`src/rtl/id_ex_stage_if.sv`:
```
// Interface bundling the ID-side inputs and EX-side outputs of the ID/EX stage.
// The master modport is the pipeline/testbench side; the slave modport is the stage itself.
interface id_ex_stage_if #(
    parameter int DATA_W  = 64,
    parameter int REG_AW  = 5,
    parameter int ALUOP_W = 4,
    parameter int CNT_W   = 32
);
    logic [REG_AW-1:0]  id_rs1;
    logic [REG_AW-1:0]  id_rs2;
    logic [REG_AW-1:0]  id_rd;
    logic [DATA_W-1:0]  id_rdata1;
    logic [DATA_W-1:0]  id_rdata2;
    logic [DATA_W-1:0]  id_imm;
    logic               id_regwrite;
    logic               id_memread;
    logic               id_memwrite;
    logic               id_memtoreg;
    logic               id_branch;
    logic               id_alusrc;
    logic [ALUOP_W-1:0] id_aluop;
    logic               flush;
    logic               hold;

    logic [REG_AW-1:0]  ex_rs1;
    logic [REG_AW-1:0]  ex_rs2;
    logic [REG_AW-1:0]  ex_rd;
    logic [DATA_W-1:0]  ex_rdata1;
    logic [DATA_W-1:0]  ex_rdata2;
    logic [DATA_W-1:0]  ex_imm;
    logic               ex_regwrite;
    logic               ex_memread;
    logic               ex_memwrite;
    logic               ex_memtoreg;
    logic               ex_branch;
    logic               ex_alusrc;
    logic [ALUOP_W-1:0] ex_aluop;
    logic               pc_write;
    logic               ifid_write;
    logic [CNT_W-1:0]   bubble_count;

    modport master (
        output id_rs1, id_rs2, id_rd, id_rdata1, id_rdata2, id_imm,
               id_regwrite, id_memread, id_memwrite, id_memtoreg, id_branch, id_alusrc,
               id_aluop, flush, hold,
        input  ex_rs1, ex_rs2, ex_rd, ex_rdata1, ex_rdata2, ex_imm,
               ex_regwrite, ex_memread, ex_memwrite, ex_memtoreg, ex_branch, ex_alusrc,
               ex_aluop, pc_write, ifid_write, bubble_count
    );

    modport slave (
        input  id_rs1, id_rs2, id_rd, id_rdata1, id_rdata2, id_imm,
               id_regwrite, id_memread, id_memwrite, id_memtoreg, id_branch, id_alusrc,
               id_aluop, flush, hold,
        output ex_rs1, ex_rs2, ex_rd, ex_rdata1, ex_rdata2, ex_imm,
               ex_regwrite, ex_memread, ex_memwrite, ex_memtoreg, ex_branch, ex_alusrc,
               ex_aluop, pc_write, ifid_write, bubble_count
    );
endinterface

```
`src/rtl/id_ex_stage.sv`:
```
// ID/EX pipeline register with load-use hazard detection, bubble insertion,
// flush/hold handling and a saturating bubble counter.
module id_ex_stage #(
    parameter int DATA_W  = 64,
    parameter int REG_AW  = 5,
    parameter int ALUOP_W = 4,
    parameter int CNT_W   = 32
) (
    input  logic          clk,
    input  logic          reset,
    id_ex_stage_if.slave  bus
);

    typedef struct packed {
        logic [REG_AW-1:0]  rs1;
        logic [REG_AW-1:0]  rs2;
        logic [REG_AW-1:0]  rd;
        logic [DATA_W-1:0]  rdata1;
        logic [DATA_W-1:0]  rdata2;
        logic [DATA_W-1:0]  imm;
        logic               regwrite;
        logic               memread;
        logic               memwrite;
        logic               memtoreg;
        logic               branch;
        logic               alusrc;
        logic [ALUOP_W-1:0] aluop;
    } ex_fields_t;

    localparam logic [CNT_W-1:0] CNT_MAX = {CNT_W{1'b1}};
    localparam logic [CNT_W-1:0] CNT_ONE = {{(CNT_W-1){1'b0}}, 1'b1};

    ex_fields_t       ex_q;
    ex_fields_t       ex_d;
    ex_fields_t       id_s;
    ex_fields_t       id_bubble_s;
    logic [CNT_W-1:0] cnt_q;
    logic [CNT_W-1:0] cnt_d;
    logic             load_use_s;

    // Gather the ID inputs and derive the control-cleared (bubble/flush) variant.
    always_comb begin
        id_s.rs1      = bus.id_rs1;
        id_s.rs2      = bus.id_rs2;
        id_s.rd       = bus.id_rd;
        id_s.rdata1   = bus.id_rdata1;
        id_s.rdata2   = bus.id_rdata2;
        id_s.imm      = bus.id_imm;
        id_s.regwrite = bus.id_regwrite;
        id_s.memread  = bus.id_memread;
        id_s.memwrite = bus.id_memwrite;
        id_s.memtoreg = bus.id_memtoreg;
        id_s.branch   = bus.id_branch;
        id_s.alusrc   = bus.id_alusrc;
        id_s.aluop    = bus.id_aluop;

        id_bubble_s          = id_s;
        id_bubble_s.regwrite = 1'b0;
        id_bubble_s.memread  = 1'b0;
        id_bubble_s.memwrite = 1'b0;
        id_bubble_s.memtoreg = 1'b0;
        id_bubble_s.branch   = 1'b0;
        id_bubble_s.alusrc   = 1'b0;
        id_bubble_s.aluop    = {ALUOP_W{1'b0}};
    end

    // Load in EX whose destination is a nonzero source of the instruction in ID.
    always_comb begin
        load_use_s = ex_q.memread
                   && (ex_q.rd != {REG_AW{1'b0}})
                   && ((ex_q.rd == bus.id_rs1) || (ex_q.rd == bus.id_rs2));
    end

    // Next-state selection: flush beats hold beats load-use beats normal load.
    always_comb begin
        ex_d  = ex_q;
        cnt_d = cnt_q;
        if (bus.flush) begin
            ex_d = id_bubble_s;
        end else if (bus.hold) begin
            ex_d = ex_q;
        end else if (load_use_s) begin
            ex_d = id_bubble_s;
            if (cnt_q != CNT_MAX) begin
                cnt_d = cnt_q + CNT_ONE;
            end else begin
                cnt_d = cnt_q;
            end
        end else begin
            ex_d = id_s;
        end
    end

    // Pipeline register and bubble counter with synchronous reset.
    always_ff @(posedge clk) begin
        if (reset) begin
            ex_q  <= '0;
            cnt_q <= {CNT_W{1'b0}};
        end else begin
            ex_q  <= ex_d;
            cnt_q <= cnt_d;
        end
    end

    assign bus.ex_rs1       = ex_q.rs1;
    assign bus.ex_rs2       = ex_q.rs2;
    assign bus.ex_rd        = ex_q.rd;
    assign bus.ex_rdata1    = ex_q.rdata1;
    assign bus.ex_rdata2    = ex_q.rdata2;
    assign bus.ex_imm       = ex_q.imm;
    assign bus.ex_regwrite  = ex_q.regwrite;
    assign bus.ex_memread   = ex_q.memread;
    assign bus.ex_memwrite  = ex_q.memwrite;
    assign bus.ex_memtoreg  = ex_q.memtoreg;
    assign bus.ex_branch    = ex_q.branch;
    assign bus.ex_alusrc    = ex_q.alusrc;
    assign bus.ex_aluop     = ex_q.aluop;
    assign bus.bubble_count = cnt_q;

    // PC and IF/ID stall whenever a bubble is needed or the pipe is held downstream.
    assign bus.pc_write   = ~(load_use_s | bus.hold);
    assign bus.ifid_write = ~(load_use_s | bus.hold);

endmodule

```
`src/flat_wrapper.sv`:
```
// flat-port wrapper written by rule: the top's interface ports become plain ports
module id_ex_stage_flat 
#(
    parameter int DATA_W  = 64,
    parameter int REG_AW  = 5,
    parameter int ALUOP_W = 4,
    parameter int CNT_W   = 32
)
  (clk, reset, bus_id_rs1, bus_id_rs2, bus_id_rd, bus_id_rdata1, bus_id_rdata2, bus_id_imm, bus_id_regwrite, bus_id_memread, bus_id_memwrite, bus_id_memtoreg, bus_id_branch, bus_id_alusrc, bus_id_aluop, bus_flush, bus_hold, bus_ex_rs1, bus_ex_rs2, bus_ex_rd, bus_ex_rdata1, bus_ex_rdata2, bus_ex_imm, bus_ex_regwrite, bus_ex_memread, bus_ex_memwrite, bus_ex_memtoreg, bus_ex_branch, bus_ex_alusrc, bus_ex_aluop, bus_pc_write, bus_ifid_write, bus_bubble_count);
  id_ex_stage_if #(.DATA_W(DATA_W), .REG_AW(REG_AW), .ALUOP_W(ALUOP_W), .CNT_W(CNT_W)) bus_i ();
  input  logic clk;
  input  logic reset;
  input wire logic [$bits(bus_i.id_rs1)-1:0] bus_id_rs1;
  input wire logic [$bits(bus_i.id_rs2)-1:0] bus_id_rs2;
  input wire logic [$bits(bus_i.id_rd)-1:0] bus_id_rd;
  input wire logic [$bits(bus_i.id_rdata1)-1:0] bus_id_rdata1;
  input wire logic [$bits(bus_i.id_rdata2)-1:0] bus_id_rdata2;
  input wire logic [$bits(bus_i.id_imm)-1:0] bus_id_imm;
  input wire logic [$bits(bus_i.id_regwrite)-1:0] bus_id_regwrite;
  input wire logic [$bits(bus_i.id_memread)-1:0] bus_id_memread;
  input wire logic [$bits(bus_i.id_memwrite)-1:0] bus_id_memwrite;
  input wire logic [$bits(bus_i.id_memtoreg)-1:0] bus_id_memtoreg;
  input wire logic [$bits(bus_i.id_branch)-1:0] bus_id_branch;
  input wire logic [$bits(bus_i.id_alusrc)-1:0] bus_id_alusrc;
  input wire logic [$bits(bus_i.id_aluop)-1:0] bus_id_aluop;
  input wire logic [$bits(bus_i.flush)-1:0] bus_flush;
  input wire logic [$bits(bus_i.hold)-1:0] bus_hold;
  output wire logic [$bits(bus_i.ex_rs1)-1:0] bus_ex_rs1;
  output wire logic [$bits(bus_i.ex_rs2)-1:0] bus_ex_rs2;
  output wire logic [$bits(bus_i.ex_rd)-1:0] bus_ex_rd;
  output wire logic [$bits(bus_i.ex_rdata1)-1:0] bus_ex_rdata1;
  output wire logic [$bits(bus_i.ex_rdata2)-1:0] bus_ex_rdata2;
  output wire logic [$bits(bus_i.ex_imm)-1:0] bus_ex_imm;
  output wire logic [$bits(bus_i.ex_regwrite)-1:0] bus_ex_regwrite;
  output wire logic [$bits(bus_i.ex_memread)-1:0] bus_ex_memread;
  output wire logic [$bits(bus_i.ex_memwrite)-1:0] bus_ex_memwrite;
  output wire logic [$bits(bus_i.ex_memtoreg)-1:0] bus_ex_memtoreg;
  output wire logic [$bits(bus_i.ex_branch)-1:0] bus_ex_branch;
  output wire logic [$bits(bus_i.ex_alusrc)-1:0] bus_ex_alusrc;
  output wire logic [$bits(bus_i.ex_aluop)-1:0] bus_ex_aluop;
  output wire logic [$bits(bus_i.pc_write)-1:0] bus_pc_write;
  output wire logic [$bits(bus_i.ifid_write)-1:0] bus_ifid_write;
  output wire logic [$bits(bus_i.bubble_count)-1:0] bus_bubble_count;
  assign bus_i.id_rs1 = bus_id_rs1;
  assign bus_i.id_rs2 = bus_id_rs2;
  assign bus_i.id_rd = bus_id_rd;
  assign bus_i.id_rdata1 = bus_id_rdata1;
  assign bus_i.id_rdata2 = bus_id_rdata2;
  assign bus_i.id_imm = bus_id_imm;
  assign bus_i.id_regwrite = bus_id_regwrite;
  assign bus_i.id_memread = bus_id_memread;
  assign bus_i.id_memwrite = bus_id_memwrite;
  assign bus_i.id_memtoreg = bus_id_memtoreg;
  assign bus_i.id_branch = bus_id_branch;
  assign bus_i.id_alusrc = bus_id_alusrc;
  assign bus_i.id_aluop = bus_id_aluop;
  assign bus_i.flush = bus_flush;
  assign bus_i.hold = bus_hold;
  assign bus_ex_rs1 = bus_i.ex_rs1;
  assign bus_ex_rs2 = bus_i.ex_rs2;
  assign bus_ex_rd = bus_i.ex_rd;
  assign bus_ex_rdata1 = bus_i.ex_rdata1;
  assign bus_ex_rdata2 = bus_i.ex_rdata2;
  assign bus_ex_imm = bus_i.ex_imm;
  assign bus_ex_regwrite = bus_i.ex_regwrite;
  assign bus_ex_memread = bus_i.ex_memread;
  assign bus_ex_memwrite = bus_i.ex_memwrite;
  assign bus_ex_memtoreg = bus_i.ex_memtoreg;
  assign bus_ex_branch = bus_i.ex_branch;
  assign bus_ex_alusrc = bus_i.ex_alusrc;
  assign bus_ex_aluop = bus_i.ex_aluop;
  assign bus_pc_write = bus_i.pc_write;
  assign bus_ifid_write = bus_i.ifid_write;
  assign bus_bubble_count = bus_i.bubble_count;
  id_ex_stage #(.DATA_W(DATA_W), .REG_AW(REG_AW), .ALUOP_W(ALUOP_W), .CNT_W(CNT_W)) u_core (.clk(clk), .reset(reset), .bus(bus_i));
endmodule
```
`config.mk`:
```
export PLATFORM = sky130hd
export DESIGN_NAME = id_ex_stage_flat
export DESIGN_NICKNAME = d
export VERILOG_FILES = /design/src/rtl/id_ex_stage_if.sv /design/src/rtl/id_ex_stage.sv /design/src/flat_wrapper.sv
export SDC_FILE = /design/constraint.sdc
export NUM_CORES = 1
export LEC_CHECK = 0
export CORE_AREA = 4 4 182 184
export CTS_BUF_LIST = sky130_fd_sc_hd__clkbuf_8
export CTS_CLUSTER_SIZE = 10
export DETAILED_ROUTE_END_ITERATION = 8
export DIE_AREA = 0 0 186 188
export PLACE_DENSITY = 0.71
export SLEW_MARGIN = 10
export SYNTH_ARGS = -nofsm -noshare
export SYNTH_HDL_FRONTEND = slang
export SYNTH_SLANG_ARGS = --single-unit
export TNS_END_PERCENT = 20
```
`constraint.sdc`:
```
create_clock -name clk -period 1.7 [get_ports clk]
set_input_delay 0.34 -clock clk [delete_from_list [all_inputs] [get_ports clk]]
set_output_delay 0.34 -clock clk [all_outputs]
set_load 0.01 [all_outputs]
```
==> run metrics <==
routed vias=9984; fillers=2968; vias per cell=4.663; Slew @ Worst Pin=0.6616 ns; worst-path cell chain=or4_4, o21ai_4, nor2b_4, nor2_4, buf_2; nets@finish=1936; RSZ-0062 raised after global routing=true; status=complete, but fails checks; Synth Instances=1143; GRT Util Overall=0.1894; Worst EP required=1.36 ns; Placement Setup Slack=-0.9514 ns; Synth Warn #=0; GRT overflow=0; Post-Syn Nets=1365; Residual DRC=0; Synth cell types=40; die area=34970 µm²; syn avg cell area=8.004 µm²; WP buf/inv=1; Fin. Hold Viols=0; H-tree depth=2; latest clock arrival within the worst-skew pair=0.54 ns; first-pass GRT wire length=53650 µm; number of nets still failing antenna checks after routing=0; setup ws final=-0.5419 ns; CP arrival=1.90 ns; Crit Reg-Reg Startpoint=u_core.bus.ex_rd[4]$_SDFFE_PP0P_; clock sink total=249; Worst setup startpoint=u_core.bus.ex_rd[4]$_SDFFE_PP0P_; cts hold-fix bufs=0; main combinational cell family by area after synthesis=simple AND/OR/NAND/NOR gates; Longest Clk Path Bufs=3; Die W=186 µm; hold_sp=reset; final RePlAce weighted congestion=0.8462; I/O pin count=472; DP HPWL=26720 µm; XOR/XNOR Fraction of Synth Area=0.01340; Area Growth Syn to Fin=75.60%; Inserted Clock Buffers=43; violated checks=negative setup slack; Seq/Total Area, Yosys=0.5449; min Tclk post-route=2.242 ns; compound-cell area share of the yosys netlist=0.1559; Root Buffer=clkbuf_8; proportion of layout cells with a drive suffix above 1=0.1554; # setup viols final=44; Synth Area in Simple Gates=0.2440; Final Slew Violations=0; vias in the first global route=10120; Slowest-stage cell, CP=or4_4; worst clock skew=0.01349 ns; Crit Path Max Fanout=3; post-synthesis mux area share=0.003556; drt pass-1 iters=4; antenna violations before repair=1; CTS tree=done; CP endpoint kind=output pin; Initial Utilization=0.2914; Worst-path clk slew=0.07 ns; DR iter-0 viols=419; Power Dens Cells=838.4 nW/µm²; core area=31390 µm²; startpoint types=flop; max_slew headroom=0.5573; Crit Path Class=reg -> out; commonest non-fill, non-tap cell in the layout=nand2_1; synthesized-area fraction occupied by adder cells=0.001368; Die Height=188 µm; delay-heaviest family, CP=simple AND/OR/NAND/NOR gates; Max Freq=446.0 MHz; drt total wl=35660 µm; hold crit path type=in -> reg; commonest cells after routing, fill and taps aside=nand2_1 (432), dfxtp_1 (226), dlygate4sd2_1 (225); max cap viols=0; largest net degree at the start of global routing=87; post-synthesis register bit count=249; drt wl/cell=16.66 µm; VDD IR max=0.7023 mV; Max stage delay on crit path=0.56 ns; Post-Syn Area=9149 µm²; Leakage=0.007327 µW; Rows=65; # port buffers=471; Setup TNS=-11.19 ns; final clock period utilization by the worst path=1.319
-- state kept, by name (all words and copies together) (netlist names), 4 cells and up --
signal,count
u_core.bus.ex_imm,64
u_core.bus.ex_rd,5
u_core.bus.ex_rs2,5
u_core.bus.ex_aluop,4
u_core.bus.ex_rdata2,64
u_core.bus.ex_rdata1,64
u_core.bus.ex_rs1,5
u_core.bus.bubble_count,32
-- cells in the mapped netlist --
| master | n | area (µm²) |
|---|---|---|
| dfxtp_1 | 249 | 4985 |
| nand4_4 | 1 | 21.27 |
| buf_4 | 3 | 22.52 |
| nor4_4 | 2 | 42.54 |
| nor2_2 | 1 | 6.260 |
| xnor2_1 | 11 | 96.34 |
| a22o_1 | 10 | 87.58 |
| nor4b_1 | 1 | 8.760 |
| and3_1 | 4 | 25.02 |
| or2_2 | 1 | 6.260 |
| inv_1 | 5 | 18.77 |
| buf_1 | 9 | 33.78 |
| nor3_2 | 1 | 10.01 |
| and2_1 | 2 | 12.51 |
| nand3b_1 | 1 | 7.510 |
| nor2_1 | 13 | 48.80 |
| nor3_1 | 2 | 10.01 |
| nand3_1 | 16 | 80.08 |
| xor2_1 | 3 | 26.28 |
| nand4b_2 | 1 | 15.01 |
| or4_1 | 12 | 90.09 |
| nor2b_1 | 6 | 37.54 |
| ha_1 | 1 | 12.51 |
| o211ai_1 | 1 | 7.510 |
| nand3_2 | 2 | 20.02 |
| a211oi_1 | 1 | 7.510 |
| o21ai_1 | 2 | 10.01 |
| mux2i_1 | 1 | 10.01 |
| nor4_2 | 1 | 12.51 |
| a21oi_1 | 230 | 1151 |
| nand4_1 | 9 | 56.30 |
| clkbuf_1 | 64 | 240.2 |
| nand2_1 | 432 | 1622 |
| o31ai_1 | 9 | 67.56 |
| or3_1 | 15 | 93.84 |
| buf_6 | 2 | 22.52 |
| nand2b_1 | 1 | 6.260 |
| o22ai_4 | 1 | 20.02 |
| mux2_2 | 2 | 22.52 |
| o21ai_0 | 15 | 75.07 |
-- power breakdown --
part           internal [µW]  switching, µW
clock network           2690           2430
registers               6150            153
logic                   1120            937
total                   9950           3520
-- final timing paths --
path | endpoint | cells past startpoint | slack, ns
hold reg to reg | u_core.bus.ex_rdata2[31]$_SDFFE_PP0P_ | 2 | 0.45
setup / recovery | bus_ifid_write | 5 | -0.54
setup reg to reg | u_core.bus.bubble_count[1]$_SDFFE_PP0P_ | 10 | -0.42
hold / removal | u_core.bus.bubble_count[0]$_SDFFE_PP0P_ | 2 | 0.20
-- cells by family after synthesis --
group                      Yosys count
and+or+nand+nor                    524
AOI/OAI and AO/OA                  269
DFF                                249
buffers and inverters               83
xor gates and xnor gates            14
muxes                                3
adders and majority gates            1
-- final cells by class --
type	count	area (µm²)	share of cell area
clock inverters	18	77.57	0.004829
clock buffers	51	701.9	0.04369
multi-input cells	811	4053	0.2523
flip-flops and latches	249	5031	0.3132
diodes	1	2.502	0.0001558
well taps	402	503.0	0.03131
inverters	5	18.77	0.001168
repair buffers	604	5678	0.3534
-- what timing repair did --
action	CTS	global route
cloned	2	0
setup buffers	11	0
pin swaps	45	5
resized for setup	304	32
setup endpoints to repair	293	59
-- routing by layer --
layer / GRT usage / vias up / part of all wire
met5: 0 / - / 0
met4: 0.05970 / 0 / 0.027
met3: 0.07468 / 66 / 0.097
met2: 0.3383 / 390 / 0.49
met1: 0.2036 / 4600 / 0.38
li1: - / 4928 / -
-- metrics by stage --
| step | instance area [µm²] | utilization | cells | power (µW) | hold slack [ns] |
|---|---|---|---|---|---|
| 2_1_floorplan | 9255 | - | 1143 | 7142 | 0.4701 |
| 3_3_place_gp | 15330 | 0.4883 | 2059 | 8632 | 0.4367 |
| 3_5_place_dp | 15330 | 0.4883 | 2059 | 8666 | 0.4420 |
| 4_1_cts | 16020 | 0.5102 | 2140 | 13670 | 0.1439 |
| 5_1_grt | 16070 | 0.5118 | 2141 | 14130 | 0.1913 |
| 6_report | 16070 | 0.5118 | 2141 | 13470 | 0.1965 |
(Power assumes the default switching activity.)
